==> src/rtl/cdc_arb_pkg.sv <==
`default_nettype none
// ============================================================================
// Module      : cdc_arb_pkg
// Description : Shared types and helpers for the cdc_src_arbiter block.
//               state_e   - arbiter output-register state (IDLE / BUSY)
//               rr_idx_w  - width of a requester index, never below 1 bit
// Revision    : 1.0 - initial release
// ============================================================================
package cdc_arb_pkg;

    typedef enum logic [0:0] {
        IDLE = 1'b0,
        BUSY = 1'b1
    } state_e;

    function automatic int rr_idx_w(input int n);
        int w;
        w = $clog2(n);
        return (w < 1) ? 1 : w;
    endfunction

endpackage
`default_nettype wire

==> src/rtl/cdc_src_arbiter_if.sv <==
`default_nettype none
// ============================================================================
// Module      : cdc_src_arbiter_if
// Description : Requester-side and CDC-side signals of cdc_src_arbiter.
//               slave  - seen by the arbiter
//               master - seen by the requesters / CDC source port
//   req_valid_i [NUM_REQ]         per-requester valid
//   req_ready_o [NUM_REQ]         per-requester accept, one-hot or zero
//   req_data_i  [NUM_REQ][DATA_W] per-requester payload
//   out_valid_o / out_ready_i     handshake towards cdc_4phase source side
//   out_data_o  [DATA_W]          registered payload
//   out_idx_o   [IDX_W]           registered index of the granted requester
//   wdog_err_o                    sticky stall error
// Revision    : 1.0 - initial release
// ============================================================================
interface cdc_src_arbiter_if
    import cdc_arb_pkg::*;
#(
    parameter int NUM_REQ = 4,
    parameter int DATA_W  = 64
) ();

    localparam int IDX_W = rr_idx_w(NUM_REQ);

    logic [NUM_REQ-1:0]             req_valid_i;
    logic [NUM_REQ-1:0]             req_ready_o;
    logic [NUM_REQ-1:0][DATA_W-1:0] req_data_i;
    logic                           out_valid_o;
    logic                           out_ready_i;
    logic [DATA_W-1:0]              out_data_o;
    logic [IDX_W-1:0]               out_idx_o;
    logic                           wdog_err_o;

    modport slave (
        input  req_valid_i, req_data_i, out_ready_i,
        output req_ready_o, out_valid_o, out_data_o, out_idx_o, wdog_err_o
    );

    modport master (
        output req_valid_i, req_data_i, out_ready_i,
        input  req_ready_o, out_valid_o, out_data_o, out_idx_o, wdog_err_o
    );

endinterface
`default_nettype wire

==> src/rtl/cdc_arb_rr_pick.sv <==
`default_nettype none
// ============================================================================
// Module      : cdc_arb_rr_pick
// Description : Combinational round-robin pick. Returns the first set bit of
//               valid_i searching from ptr_i upwards, wrapping modulo NUM_REQ.
//   valid_i     [NUM_REQ] request vector
//   ptr_i       [IDX_W]   highest-priority index (must be < NUM_REQ)
//   gnt_valid_o           any request present
//   gnt_idx_o   [IDX_W]   index of the winner (0 when none)
// Revision    : 1.0 - initial release
// ============================================================================
module cdc_arb_rr_pick #(
    parameter int NUM_REQ = 4,
    parameter int IDX_W   = 2
) (
    input  wire logic [NUM_REQ-1:0] valid_i,
    input  wire logic [IDX_W-1:0]   ptr_i,
    output logic                    gnt_valid_o,
    output logic [IDX_W-1:0]        gnt_idx_o
);

    int               w_pos;
    logic [IDX_W-1:0] w_cand;

    // Walk the rotated order from lowest priority to highest so that the
    // last hit (the closest one to ptr_i) is the one that sticks.
    always_comb begin
        gnt_valid_o = 1'b0;
        gnt_idx_o   = '0;
        w_pos       = 0;
        w_cand      = '0;
        for (int k = NUM_REQ - 1; k >= 0; k--) begin
            w_pos = int'(ptr_i) + k;
            if (w_pos >= NUM_REQ) begin
                w_pos = w_pos - NUM_REQ;
            end
            w_cand = IDX_W'(w_pos);
            if (valid_i[w_cand]) begin
                gnt_valid_o = 1'b1;
                gnt_idx_o   = w_cand;
            end
        end
    end

endmodule
`default_nettype wire

==> src/rtl/cdc_src_arbiter.sv <==
`default_nettype none
// ============================================================================
// Module      : cdc_src_arbiter
// Description : Round-robin arbiter sharing the source side of one cdc_4phase
//               channel among NUM_REQ requesters. The winner's payload and
//               index are registered so the CDC sees stable data/valid.
//   clk_i   source-domain clock
//   rst_ni  asynchronous active-low reset
//   bus     cdc_src_arbiter_if.slave (requester and CDC-side handshakes)
// Optional    : CDC_SRC_ARBITER_WDOG_EN - stall watchdog raising a sticky
//               wdog_err_o after WDOG_CYCLES stalled BUSY cycles; otherwise
//               wdog_err_o is tied low.
// Revision    : 1.0 - initial release
// ============================================================================
module cdc_src_arbiter
    import cdc_arb_pkg::*;
#(
    parameter int NUM_REQ     = 4,
    parameter int DATA_W      = 64,
    parameter int WDOG_CYCLES = 1024
) (
    input  wire logic         clk_i,
    input  wire logic         rst_ni,
    cdc_src_arbiter_if.slave  bus
);

    localparam int IDX_W = rr_idx_w(NUM_REQ);

    state_e             state_q;
    state_e             state_d;
    logic [IDX_W-1:0]   ptr_q;
    logic [IDX_W-1:0]   ptr_d;
    logic [DATA_W-1:0]  out_data_q;
    logic [IDX_W-1:0]   out_idx_q;

    logic               w_gnt_valid;
    logic [IDX_W-1:0]   w_gnt_idx;
    logic               w_free;
    logic               w_accept;

    cdc_arb_rr_pick #(
        .NUM_REQ (NUM_REQ),
        .IDX_W   (IDX_W)
    ) u_pick (
        .valid_i     (bus.req_valid_i),
        .ptr_i       (ptr_q),
        .gnt_valid_o (w_gnt_valid),
        .gnt_idx_o   (w_gnt_idx)
    );

    // In BUSY out_valid_o is high, so out_ready_i alone marks the handshake.
    // rst_ni gates the accept so no requester sees ready while in reset.
    assign w_free   = (state_q == IDLE) || bus.out_ready_i;
    assign w_accept = w_free && w_gnt_valid && rst_ni;

    assign ptr_d = (w_gnt_idx == IDX_W'(NUM_REQ - 1)) ? '0
                                                       : w_gnt_idx + IDX_W'(1);

    // ---------------- FSM: state register ----------------
    always_ff @(posedge clk_i or negedge rst_ni) begin
        if (!rst_ni) begin
            state_q <= IDLE;
        end else begin
            state_q <= state_d;
        end
    end

    // ---------------- FSM: next state ----------------
    always_comb begin
        state_d = state_q;
        case (state_q)
            IDLE:    if (w_accept) state_d = BUSY;
            BUSY:    if (bus.out_ready_i && !w_accept) state_d = IDLE;
            default: state_d = IDLE;
        endcase
    end

    // ---------------- FSM: outputs ----------------
    always_comb begin
        bus.out_valid_o = (state_q == BUSY);
        bus.req_ready_o = '0;
        if (w_accept) begin
            bus.req_ready_o[w_gnt_idx] = 1'b1;
        end
    end

    // ---------------- Output register and priority pointer ----------------
    always_ff @(posedge clk_i or negedge rst_ni) begin
        if (!rst_ni) begin
            out_data_q <= '0;
            out_idx_q  <= '0;
            ptr_q      <= '0;
        end else if (w_accept) begin
            out_data_q <= bus.req_data_i[w_gnt_idx];
            out_idx_q  <= w_gnt_idx;
            ptr_q      <= ptr_d;
        end
    end

    assign bus.out_data_o = out_data_q;
    assign bus.out_idx_o  = out_idx_q;

`ifdef CDC_SRC_ARBITER_WDOG_EN
    localparam int                c_wdog_w    = $clog2(WDOG_CYCLES + 1);
    localparam logic [c_wdog_w-1:0] c_wdog_max  = c_wdog_w'(WDOG_CYCLES);
    localparam logic [c_wdog_w-1:0] c_wdog_trip = c_wdog_w'(WDOG_CYCLES - 1);

    logic [c_wdog_w-1:0] wdog_cnt_q;
    logic                wdog_err_q;
    logic                w_stall;

    assign w_stall = (state_q == BUSY) && !bus.out_ready_i;

    // The error is set on the edge where the count reaches WDOG_CYCLES,
    // i.e. at the end of the WDOG_CYCLES-th consecutive stalled cycle.
    always_ff @(posedge clk_i or negedge rst_ni) begin
        if (!rst_ni) begin
            wdog_cnt_q <= '0;
            wdog_err_q <= 1'b0;
        end else if (w_stall) begin
            if (wdog_cnt_q != c_wdog_max) begin
                wdog_cnt_q <= wdog_cnt_q + c_wdog_w'(1);
            end
            if (wdog_cnt_q >= c_wdog_trip) begin
                wdog_err_q <= 1'b1;
            end
        end else begin
            wdog_cnt_q <= '0;
        end
    end

    assign bus.wdog_err_o = wdog_err_q;
`else
    assign bus.wdog_err_o = 1'b0;
`endif

endmodule
`default_nettype wire

==> src/flat_wrapper.sv <==
// flat-port wrapper written by rule: the top's interface ports become plain ports
module cdc_src_arbiter_flat import cdc_arb_pkg::*;
#(
    parameter int NUM_REQ     = 4,
    parameter int DATA_W      = 64,
    parameter int WDOG_CYCLES = 1024
)
  (clk_i, rst_ni, bus_req_valid_i, bus_req_data_i, bus_out_ready_i, bus_req_ready_o, bus_out_valid_o, bus_out_data_o, bus_out_idx_o, bus_wdog_err_o);
  cdc_src_arbiter_if #(.NUM_REQ(NUM_REQ), .DATA_W(DATA_W)) bus_i ();
  input  wire logic clk_i;
  input  wire logic rst_ni;
  input wire logic [$bits(bus_i.req_valid_i)-1:0] bus_req_valid_i;
  input wire logic [$bits(bus_i.req_data_i)-1:0] bus_req_data_i;
  input wire logic [$bits(bus_i.out_ready_i)-1:0] bus_out_ready_i;
  output wire logic [$bits(bus_i.req_ready_o)-1:0] bus_req_ready_o;
  output wire logic [$bits(bus_i.out_valid_o)-1:0] bus_out_valid_o;
  output wire logic [$bits(bus_i.out_data_o)-1:0] bus_out_data_o;
  output wire logic [$bits(bus_i.out_idx_o)-1:0] bus_out_idx_o;
  output wire logic [$bits(bus_i.wdog_err_o)-1:0] bus_wdog_err_o;
  assign bus_i.req_valid_i = bus_req_valid_i;
  assign bus_i.req_data_i = bus_req_data_i;
  assign bus_i.out_ready_i = bus_out_ready_i;
  assign bus_req_ready_o = bus_i.req_ready_o;
  assign bus_out_valid_o = bus_i.out_valid_o;
  assign bus_out_data_o = bus_i.out_data_o;
  assign bus_out_idx_o = bus_i.out_idx_o;
  assign bus_wdog_err_o = bus_i.wdog_err_o;
  cdc_src_arbiter #(.NUM_REQ(NUM_REQ), .DATA_W(DATA_W), .WDOG_CYCLES(WDOG_CYCLES)) u_core (.clk_i(clk_i), .rst_ni(rst_ni), .bus(bus_i));
endmodule
==> config.mk <==
export PLATFORM = sky130hd
export DESIGN_NAME = cdc_src_arbiter_flat
export DESIGN_NICKNAME = d
export VERILOG_FILES = /design/src/rtl/cdc_arb_pkg.sv /design/src/rtl/cdc_src_arbiter_if.sv /design/src/rtl/cdc_arb_rr_pick.sv /design/src/rtl/cdc_src_arbiter.sv /design/src/flat_wrapper.sv
export SDC_FILE = /design/constraint.sdc
export NUM_CORES = 1
export LEC_CHECK = 0
export CAP_MARGIN = 20
export CORE_AREA = 5 5 129 131
export CTS_CLUSTER_DIAMETER = 150
export DETAILED_ROUTE_END_ITERATION = 10
export DIE_AREA = 0 0 134 136
export HOLD_SLACK_MARGIN = 0.1
export PLACE_DENSITY = 0.79
export SLEW_MARGIN = 0
export SYNTH_ARGS = -nofsm -noshare
export SYNTH_HDL_FRONTEND = slang
export SYNTH_SLANG_ARGS = --single-unit
export TNS_END_PERCENT = 50
==> constraint.sdc <==
create_clock -name clk_i -period 2.35 [get_ports clk_i]
set_clock_uncertainty 0.1 [all_clocks]
set_input_delay 0.47 -clock clk_i [delete_from_list [all_inputs] [get_ports clk_i]]
set_output_delay 0.47 -clock clk_i [all_outputs]
set_load 0.02 [all_outputs]
==> results_dict.tcl <==
set metrics [dict create \
    ys_seq_area_share_pct 39.6 \
    clk_pin_slew_ns 0.06 \
    area_delta_synth_final_pct 95.8 \
    dr.first_iter.drc_count 341 \
    worstRegToRegCells 8 \
    setup_tns_ns -0.163 \
    crit_path_top_delay_cell "dfrtp_2" \
    dp_hpwl_microns 15500 \
    synth_warnings 0 \
    cp_max_fo 6 \
    grt-ovfl-total 0 \
    h-tree-depth 3 \
    final-setup-viol-count 4 \
    pin_count 335 \
    avgSynthCellArea_sq_um 8.28 \
    fin_ws_ns -0.0567 \
    synth.net_count 794 \
    timing.final.crit_share_pct 102 \
    finalHoldViolCount 0 \
    slew_viol_final 0 \
    worstSetupEndpointType "output port" \
    grt_max_degree 53 \
    via_per_inst 4.93 \
    tritoncts "built" \
    drive_gt1_share_pct 13.4 \
    drt_pass1_iterations 4 \
    core_sq_mm 0.0155 \
    finalWirelength_microns 20000 \
    r2r-start "u_core.ptr_q[1]$_DFFE_PN0P_" \
    critPathTopFamily "flip-flops" \
    cts_root_buf "clkbuf_16" \
    maxCapViolations 0 \
    drc 0 \
    final.fill_count 1370 \
    syn_area_sq_mm 0.00436 \
    r2r_slack_ns 0.04 \
    outcome "complete, but fails checks" \
    fmax_mhz 416 \
    clock_latency_ns 0.33 \
    chipHeight_microns 136 \
    crit_path_max_incr_delay_ns 0.45 \
    numCtsBuffers 9 \
    p_per_area_mw_per_mm2 962 \
    fin_crit_ns 2.41 \
    cp.arrival_ns 1.84 \
    cts_hold_buf 0 \
    track_usage_pct 20.9 \
    critPathRequiredTime_ns 1.78 \
    worstSetupPathType "reg2out" \
    chipWidth_microns 134 \
    die_area_sq_mm 0.0182 \
    io_buffers 333 \
    gp_congestion 0.905 \
    routedWlPerCell_microns 18.8 \
    vias 5235 \
    clock_sinks 69 \
    cts_buffer_depth 2 \
    nNetsFinal 1132 \
    reg2reg_to "u_core.bus.out_data_o[11]$_DFFE_PN0P_" \
    synth_cells 527 \
    startpoint_type "register" \
    crit_path_cell_trace "mux2_4 -> o221a_4 -> ha_2 -> and2_4 -> buf_4" \
    p_leak_nw 3.60 \
    fp-row-count 46 \
    start_util_pct 28.2 \
    total_power_mw 8.22 \
    synth_cell_type_count 33 \
    grt_pass1_vias 5299 \
    rsz0062_at_grt "true" \
    antenna_found_initial 0 \
    violations "setup timing" \
    path_buf_inv 1 \
    ys_ff_latch 69 \
    n_antenna_cell 0 \
    grt_pass1_wl_microns 29700 \
    postRouteAntennaNets 0 \
    ir_drop_mv 1.14 \
    min_path_type "in2async" \
]
[timing repair]
action	4_1_cts	5_1_grt
setup buffers	1	1
cloned	1	0
endpoints found under the setup margin	42	42
endpoints found under the hold margin	0	0
pin swaps	3	1
gates resized for setup	47	7
[cells by family after synthesis]
logic type | share of synthesized area (%)
AO/OA/AOI/OAI | 21.7
AND/OR/NAND/NOR | 20.2
flip-flops | 39.6
multiplexers | 10.3
other | 0.0859
adder cells (fa/ha/maj) | 1.15
buffers and inverters | 7.00
[cells in the mapped netlist]
master	number	area [sq um]
nand2_1	215	807
dfrtp_1	69	1730
a31oi_1	35	219
o22ai_1	35	219
mux2_2	33	372
a21oi_1	28	140
a221o_1	27	270
buf_2	19	95.1
buf_4	12	90.1
clkbuf_1	10	37.5
buf_6	6	67.6
and2_1	4	25.0
ha_1	4	50.1
mux2i_1	4	40.0
nand2b_1	3	18.8
inv_1	2	7.51
inv_2	2	7.51
mux2_1	2	22.5
nor2b_1	2	12.5
o221ai_1	2	17.5
a21boi_0	1	7.51
a311oi_1	1	8.76
conb_1	1	3.75
mux2_4	1	15.0
nor2_1	1	3.75
nor2_2	1	6.26
o21a_1	1	7.51
o21ai_0	1	5.00
o21ai_2	1	8.76
o221a_4	1	20.0
o31ai_1	1	7.51
o41ai_2	1	16.3
or3b_1	1	8.76
[how the worst max path moves through the flow]
stage	start	endpoint	slack [ns]	depth (start not counted)
after floorplan	bus_req_valid_i[1]	bus_req_ready_o[0]	-0.009	8
after global routing	u_core.ptr_q[1]$_DFFE_PN0P_	bus_req_ready_o[3]	-0.11	5
after CTS	u_core.ptr_q[1]$_DFFE_PN0P_	bus_req_ready_o[3]	-0.06	5
final	u_core.ptr_q[1]$_DFFE_PN0P_	bus_req_ready_o[3]	-0.06	5
after detailed placement	bus_req_valid_i[1]	bus_req_ready_o[0]	-0.77	8
after global placement	bus_req_valid_i[0]	bus_req_ready_o[1]	-0.69	8
[placed cells by master (no fill, tap or decap), types with 4 or more instances in the layout]
cell type,instances
buf_12,8
buf_6,6
mux2_2,33
o22ai_1,35
mux2i_1,4
a21oi_1,27
buf_4,30
dfrtp_1,67
clkbuf_16,9
nand2_1,215
a31oi_1,35
a221o_1,27
clkdlybuf4s50_1,324
[per-layer routing]
metal	global-route usage [%]	vias to the layer above	share of wire, %
met5	0	-	0
met4	6.51	0	2.2
met3	4.55	27	6.0
met2	35.9	192	51
met1	26.1	2479	41
li1	-	2537	-
[state kept, by name, summed over array words and instances, names as in the netlist]
name,flops
u_core.bus.out_idx_o,2
u_core.bus.out_valid_o,1
u_core.bus.out_data_o,64
u_core.ptr_q,2
[final cells by class]
type,instances,area [sq um],share of cell area [%]
clock buffer,11,253,2.96
clock inverter,5,82.6,0.967
inverter,4,20.0,0.234
multi-input combinational,407,2430,28.4
sequential,69,1730,20.2
tap,192,240,2.81
timing repair buffer,374,3790,44.4
[worst reg2reg max path, delay by kind of cell, from the launching register on]
kind	cells	cell delay, ns
flops	1	0.45
mux	1	0.32
simple gates	2	0.20
compound gates	2	0.58
buf+inv	3	0.55
[report_power, final]
| part | internal [mW] | total, mW | switching, mW |
|---|---|---|---|
| Clock | 0.988 | 1.55 | 0.557 |
| Combinational | 2.36 | 4.62 | 2.26 |
| Sequential | 1.71 | 2.05 | 0.338 |
| Total | 5.06 | 8.22 | 3.16 |
[per-stage QoR]
stage / instance area, sq um / std cells / worst slack [ns] / utilization (%) / hold slack (ns)
global placement: 8060 / 1043 / -0.694 / 52.1 / 0.370
detailed placement: 8060 / 1043 / -0.768 / 52.1 / 0.380
floorplan: 4370 / 527 / -0.00898 / - / 0.0744
CTS: 8520 / 1061 / -0.0581 / 55.0 / 0.146
global route: 8540 / 1062 / -0.109 / 55.2 / 0.177
finish: 8540 / 1062 / -0.0567 / 55.2 / 0.135
No activity file was read; power rests on OpenSTA's default activity.
